`src/rtl/ppg_infer_sched_if.sv`:
```
// ppg_infer_sched_if -- sample, network-control and result bundle for the inference sequencer. Rev 1.0
`default_nettype none
`timescale 1ns/1ps

interface ppg_infer_sched_if #(
  parameter int WIN_LEN = 24,
  parameter int DW      = 16
);
  // Sample and result fields carry signed values; the sequencer never does arithmetic on them.
  logic                         s_valid;
  logic                         s_ready;
  logic [DW-1:0]                s_data;
  logic                         net_rst;
  logic                         net_start;
  logic [WIN_LEN-1:0][DW-1:0]   net_window;
  logic                         net_done;
  logic [DW-1:0]                net_result;
  logic                         m_valid;
  logic                         m_ready;
  logic [DW-1:0]                m_data;
  logic [15:0]                  m_index;
  logic                         err;

  modport master (
    input  s_valid, s_data, net_done, net_result, m_ready,
    output s_ready, net_rst, net_start, net_window, m_valid, m_data, m_index, err
  );

  modport slave (
    output s_valid, s_data, net_done, net_result, m_ready,
    input  s_ready, net_rst, net_start, net_window, m_valid, m_data, m_index, err
  );
endinterface

`default_nettype wire

```
`src/rtl/ppg_infer_sched.sv`:
```
// ppg_infer_sched -- slices PPG samples into overlapping windows and sequences one network inference per window. Rev 1.0
// Optional: define PPG_SCHED_TIMEOUT_EN to abandon a launch after TIMEOUT_CYC RUN cycles and raise sticky err.
`default_nettype none
`timescale 1ns/1ps

module ppg_infer_sched #(
  parameter int WIN_LEN     = 24,
  parameter int HOP         = 8,
  parameter int DW          = 16,
  parameter int TIMEOUT_CYC = 1024
) (
  input  logic              clk,
  input  logic              reset,
  ppg_infer_sched_if.master io_sched
);

  localparam int                  c_FILL_W   = $clog2(WIN_LEN + 1);
  localparam logic [c_FILL_W-1:0] c_WIN_CNT  = c_FILL_W'(WIN_LEN);
  localparam logic [c_FILL_W-1:0] c_HOP_CNT  = c_FILL_W'(HOP);
  localparam logic [c_FILL_W-1:0] c_FILL_ONE = c_FILL_W'(1);

  generate
    if ((HOP < 1) || (HOP > WIN_LEN) || (TIMEOUT_CYC < 1)) begin : g_bad_param
      $error("ppg_infer_sched: HOP or TIMEOUT_CYC out of range");
    end
  endgenerate

  typedef enum logic [2:0] {
    S_FILL  = 3'd0,
    S_CLEAR = 3'd1,
    S_START = 3'd2,
    S_RUN   = 3'd3,
    S_OUT   = 3'd4
  } state_t;

  state_t                     r_state;
  state_t                     w_state_nxt;
  logic [WIN_LEN-1:0][DW-1:0] r_window;
  logic [c_FILL_W-1:0]        r_fill_cnt;
  logic                       r_primed;
  logic [15:0]                r_win_idx;
  logic                       r_m_valid;
  logic [DW-1:0]              r_m_data;
  logic [15:0]                r_m_index;

  logic                       w_accept;
  logic [c_FILL_W-1:0]        w_fill_inc;
  logic [c_FILL_W-1:0]        w_need;
  logic                       w_fill_done;
  logic                       w_timeout;
  logic                       w_s_ready;
  logic                       w_net_rst;
  logic                       w_net_start;

  assign w_accept    = io_sched.s_valid && (r_state == S_FILL);
  assign w_fill_inc  = r_fill_cnt + c_FILL_ONE;
  assign w_need      = r_primed ? c_HOP_CNT : c_WIN_CNT;
  assign w_fill_done = w_accept && (w_fill_inc == w_need);

`ifdef PPG_SCHED_TIMEOUT_EN
  localparam int                 c_RUN_W    = $clog2(TIMEOUT_CYC + 1);
  localparam logic [c_RUN_W-1:0] c_RUN_LAST = c_RUN_W'(TIMEOUT_CYC - 1);
  localparam logic [c_RUN_W-1:0] c_RUN_ONE  = c_RUN_W'(1);

  logic [c_RUN_W-1:0] r_run_cnt;
  logic               r_err;

  // r_run_cnt equals the number of RUN cycles already spent, so the last allowed cycle is TIMEOUT_CYC-1.
  assign w_timeout = (r_state == S_RUN) && !io_sched.net_done && (r_run_cnt == c_RUN_LAST);

  always_ff @(posedge clk) begin
    if (reset) begin
      r_run_cnt <= '0;
      r_err     <= 1'b0;
    end else begin
      if (r_state == S_RUN) r_run_cnt <= r_run_cnt + c_RUN_ONE;
      else                  r_run_cnt <= '0;
      if (w_timeout)        r_err     <= 1'b1;
    end
  end

  assign io_sched.err = r_err;
`else
  assign w_timeout    = 1'b0;
  assign io_sched.err = 1'b0;
`endif

  always_comb begin
    w_state_nxt = r_state;
    w_s_ready   = 1'b0;
    w_net_rst   = 1'b0;
    w_net_start = 1'b0;
    unique case (r_state)
      S_FILL: begin
        w_s_ready = 1'b1;
        if (w_fill_done) w_state_nxt = S_CLEAR;
      end
      S_CLEAR: begin
        w_net_rst   = 1'b1;
        w_state_nxt = S_START;
      end
      S_START: begin
        w_net_start = 1'b1;
        w_state_nxt = S_RUN;
      end
      S_RUN: begin
        if (io_sched.net_done) w_state_nxt = S_OUT;
        else if (w_timeout)    w_state_nxt = S_FILL;
      end
      S_OUT: begin
        if (io_sched.m_ready) w_state_nxt = S_FILL;
      end
      default: w_state_nxt = S_FILL;
    endcase
  end

  always_ff @(posedge clk) begin
    if (reset) begin
      r_state    <= S_FILL;
      r_window   <= '0;
      r_fill_cnt <= '0;
      r_primed   <= 1'b0;
      r_win_idx  <= '0;
      r_m_valid  <= 1'b0;
      r_m_data   <= '0;
      r_m_index  <= '0;
    end else begin
      r_state <= w_state_nxt;
      if (w_accept) r_window <= {io_sched.s_data, r_window[WIN_LEN-1:1]};
      if (w_fill_done) begin
        r_fill_cnt <= '0;
        r_primed   <= 1'b1;
      end else if (w_accept) begin
        r_fill_cnt <= w_fill_inc;
      end
      if (r_state == S_CLEAR) r_win_idx <= r_win_idx + 16'd1;
      // r_win_idx was already bumped at launch, so the producing window is one behind it.
      if ((r_state == S_RUN) && io_sched.net_done) begin
        r_m_valid <= 1'b1;
        r_m_data  <= io_sched.net_result;
        r_m_index <= r_win_idx - 16'd1;
      end else if ((r_state == S_OUT) && io_sched.m_ready) begin
        r_m_valid <= 1'b0;
      end
    end
  end

  assign io_sched.s_ready    = w_s_ready;
  assign io_sched.net_rst    = w_net_rst;
  assign io_sched.net_start  = w_net_start;
  assign io_sched.net_window = r_window;
  assign io_sched.m_valid    = r_m_valid;
  assign io_sched.m_data     = r_m_data;
  assign io_sched.m_index    = r_m_index;

endmodule

`default_nettype wire

```
`src/flat_wrapper.sv`:
```
// flat-port wrapper written by rule: the top's interface ports become plain ports
module ppg_infer_sched_flat 
#(
  parameter int WIN_LEN     = 24,
  parameter int HOP         = 8,
  parameter int DW          = 16,
  parameter int TIMEOUT_CYC = 1024
)
  (clk, reset, io_sched_s_valid, io_sched_s_data, io_sched_net_done, io_sched_net_result, io_sched_m_ready, io_sched_s_ready, io_sched_net_rst, io_sched_net_start, io_sched_net_window, io_sched_m_valid, io_sched_m_data, io_sched_m_index, io_sched_err);
  ppg_infer_sched_if #(.WIN_LEN(WIN_LEN), .DW(DW)) io_sched_i ();
  input  logic clk;
  input  logic reset;
  input wire logic [$bits(io_sched_i.s_valid)-1:0] io_sched_s_valid;
  input wire logic [$bits(io_sched_i.s_data)-1:0] io_sched_s_data;
  input wire logic [$bits(io_sched_i.net_done)-1:0] io_sched_net_done;
  input wire logic [$bits(io_sched_i.net_result)-1:0] io_sched_net_result;
  input wire logic [$bits(io_sched_i.m_ready)-1:0] io_sched_m_ready;
  output wire logic [$bits(io_sched_i.s_ready)-1:0] io_sched_s_ready;
  output wire logic [$bits(io_sched_i.net_rst)-1:0] io_sched_net_rst;
  output wire logic [$bits(io_sched_i.net_start)-1:0] io_sched_net_start;
  output wire logic [$bits(io_sched_i.net_window)-1:0] io_sched_net_window;
  output wire logic [$bits(io_sched_i.m_valid)-1:0] io_sched_m_valid;
  output wire logic [$bits(io_sched_i.m_data)-1:0] io_sched_m_data;
  output wire logic [$bits(io_sched_i.m_index)-1:0] io_sched_m_index;
  output wire logic [$bits(io_sched_i.err)-1:0] io_sched_err;
  assign io_sched_i.s_valid = io_sched_s_valid;
  assign io_sched_i.s_data = io_sched_s_data;
  assign io_sched_i.net_done = io_sched_net_done;
  assign io_sched_i.net_result = io_sched_net_result;
  assign io_sched_i.m_ready = io_sched_m_ready;
  assign io_sched_s_ready = io_sched_i.s_ready;
  assign io_sched_net_rst = io_sched_i.net_rst;
  assign io_sched_net_start = io_sched_i.net_start;
  assign io_sched_net_window = io_sched_i.net_window;
  assign io_sched_m_valid = io_sched_i.m_valid;
  assign io_sched_m_data = io_sched_i.m_data;
  assign io_sched_m_index = io_sched_i.m_index;
  assign io_sched_err = io_sched_i.err;
  ppg_infer_sched #(.WIN_LEN(WIN_LEN), .HOP(HOP), .DW(DW), .TIMEOUT_CYC(TIMEOUT_CYC)) u_core (.clk(clk), .reset(reset), .io_sched(io_sched_i));
endmodule
```
`config.mk`:
```
export PLATFORM = sky130hd
export DESIGN_NAME = ppg_infer_sched_flat
export DESIGN_NICKNAME = d
export VERILOG_FILES = /design/src/rtl/ppg_infer_sched_if.sv /design/src/rtl/ppg_infer_sched.sv /design/src/flat_wrapper.sv
export SDC_FILE = /design/constraint.sdc
export NUM_CORES = 1
export LEC_CHECK = 0
export CORE_MARGIN = 4
export CORE_UTILIZATION = 45
export CTS_CLUSTER_DIAMETER = 120
export CTS_CLUSTER_SIZE = 12
export DETAILED_ROUTE_END_ITERATION = 8
export PLACE_DENSITY = 0.79
export SYNTH_ARGS = -nofsm -noshare
export SYNTH_HDL_FRONTEND = slang
export SYNTH_SLANG_ARGS = --single-unit
```
`constraint.sdc`:
```
create_clock -name clk -period 6.5 [get_ports clk]
set_input_delay 0.975 -clock clk [delete_from_list [all_inputs] [get_ports clk]]
set_output_delay 0.975 -clock clk [all_outputs]
set_load 0.05 [all_outputs]
```
==> flow_summary.json <==
{
  "status": "completed",
  "required_ns": 5.52,
  "hold_viol_final": 0,
  "grt_busiest_layer": "met2",
  "syn_to_final_growth_pct": 37.2,
  "clk_pin_slew_ns": 0.06,
  "antenna_found_initial": 1,
  "avgViaCountPerCell": 5.17,
  "dr.pass1.iters": 5,
  "clock_latency_ns": 0.54,
  "finalCritPeriodShare": 0.535,
  "ys_warn_count": 0,
  "netlist.top_cell.by_area": "dfxtp_1",
  "rsz0062_at_grt": "false",
  "synthTopCellsByArea": "dfxtp_1 (57%), nand2_1 (19%), a21oi_1 (13%)",
  "gr-total-overflow": 0,
  "cts_resized": 0,
  "syn-cell-area_um2": 15500,
  "avgSynthCellArea_um2": 7.89,
  "crit_type": "reg2out",
  "endpoint_kind": "output port",
  "r2r-start": "u_core.r_state[2]$_SDFFE_PP0P_",
  "drt_iter0_drc": 1008,
  "ys_seq_area_frac": 0.570,
  "ant_nets": 0,
  "hold_path.class": "reg2reg",
  "vias": 14300,
  "die_h_um": 194,
  "ys_seq_elements": 442,
  "setup_viol": 0,
  "drv_cap": 0,
  "drive_above_1_share": 0.0271,
  "cts_buffers": 42,
  "critPathMaxFanout": 11,
  "place.gp.congestion": 0.859,
  "ys.flop_type": "dfxtp_1",
  "grt_max_degree": 231,
  "worstSetupStartpoint": "u_core.r_state[0]$_SDFFE_PP0P_",
  "holdBufCountCts": 0,
  "dp_hpwl_um": 33000,
  "io_buffers": 456,
  "h-tree-depth": 2,
  "met2_usage": 0.411,
  "power_leakage_nw": 6.89,
  "dp_cells": 2727,
  "yosysMostFrequentCell": "nand2_1",
  "cts_tree": "built",
  "ios": 458,
  "netlist-cell-type-count": 40,
  "start_kind": "flip-flop",
  "tightestPinTransition_ns": 1.09,
  "wirelength_um": 47900,
  "grt_pass1_vias": 13700,
  "hp-start": "u_core.io_sched.m_data[2]$_SDFFE_PP0P_",
  "die_area_um2": 37500,
  "slew_headroom": 0.274,
  "post-route-min-period_ns": 3.47,
  "post_drt_wl_per_cell_um": 17.3,
  "grt_pass1_wl_um": 75400,
  "synthesis.nets": 2010,
  "power_mw": 5.09,
  "final.setup.tns_ns": 0,
  "final_nets": 2364,
  "diodes": 0,
  "start_util": 0.460,
  "synth_commonest_cells": "nand2_1 (806), dfxtp_1 (442), a21oi_1 (411)",
  "grt_util_all_layers": 0.241,
  "met1_usage": 0.288,
  "drc": 0,
  "final_max_slew_viol_count": 0,
  "crit_arrival_ns": 2.50,
  "synth_edf_count": 0,
  "clockBufferDepth": 3,
  "layoutNonFillerInstCount": 2772,
  "postSynthCellCount": 1969,
  "cts_setup_buffers": 0,
  "coreArea_um2": 33800,
  "powerDensity_nw_per_um2": 239,
  "synth_top_area_frac": 0.570,
  "holdWs_ns": 0.453,
  "clock-sinks": 442,
  "root_buffer": "clkbuf_16",
  "finClkSkew_ns": 0.0122,
  "ir_drop_mv": 0.223,
  "rows": 67,
  "async_flop_share": 0,
  "fmax_mhz": 288,
  "met3_usage": 0.0770,
  "die_w_um": 194
}
-- critical path, stage by stage, from the launching register on --
cell and delay [ns]:
dfxtp_1 0.54, nor3b_2 0.49, clkdlybuf4s50_1 0.94
-- through the flow --
stage / setup WS, ns / area (um2) / util
global placement: 3.02 / 20200 / 0.598
finish: 3.03 / 21300 / 0.630
CTS: 3.01 / 21300 / 0.630
detailed placement: 2.96 / 20200 / 0.598
floorplan: 3.76 / 15500 / -
global route: 2.90 / 21300 / 0.630
-- flip-flops by register name, summed over array words and instances (netlist names) --
signal,count
u_core.r_state,3
u_core.io_sched.m_index,16
u_core.io_sched.net_window,384
u_core.r_win_idx,16
u_core.r_primed,1
u_core.io_sched.m_data,16
u_core.r_fill_cnt,5
u_core.io_sched.m_valid,1
-- kinds of logic after synthesis --
logic type	count (synthesis)	share of synthesized area
and+or+nand+nor	897	0.226
DFF	442	0.570
AOI/OAI and AO/OA	438	0.145
buffers and inverters	158	0.0386
xor gates and xnor gates	28	0.0158
adders and majority gates	4	0.00322
other	1	0.000241
muxes	1	0.000645
-- routing by layer --
metal  routed length [um]  vias up
met3                 4260       91
met2                23200      484
met4                 1630        2
met5                    8        -
met1                18800     6705
li1                     -     7049
-- worst paths after layout --
kind | cells after the start | slack [ns] | end
max reg2reg | 4 | 3.63 | u_core.io_sched.net_window[6]$_SDFFE_PP0P_
max | 2 | 3.03 | io_sched_net_rst
min reg2reg | 2 | 0.45 | u_core.io_sched.m_data[2]$_SDFFE_PP0P_
min | 2 | 0.45 | u_core.io_sched.m_data[2]$_SDFFE_PP0P_
-- where the power goes --
part / total, mW / switching [mW] / internal (mW)
Clock: 2.14 / 0.962 / 1.18
Combinational: 0.223 / 0.171 / 0.0528
Sequential: 2.73 / 0.0107 / 2.72
Total: 5.09 / 1.14 / 3.95
-- area by class of cell --
class | count | area, um2
clock buffer | 44 | 1090
clock inverter | 1 | 8.76
fill | 2824 | 12500
inverter | 3 | 11.3
multi-input combinational | 1369 | 6090
sequential | 442 | 8850
tap | 448 | 561
timing repair buffer | 465 | 4690
-- layout by cell type, fill, tap and decap left out, types with 9 or more instances in the layout --
cell             count
nand2_1            806
a211oi_1            12
clkdlybuf4s50_1    455
dfxtp_1            442
nand3_1             10
nor2_1              37
xnor2_1             19
a21oi_1            411
clkbuf_16           43
xor2_1               9
No activity file was read; power rests on OpenSTA's default activity.
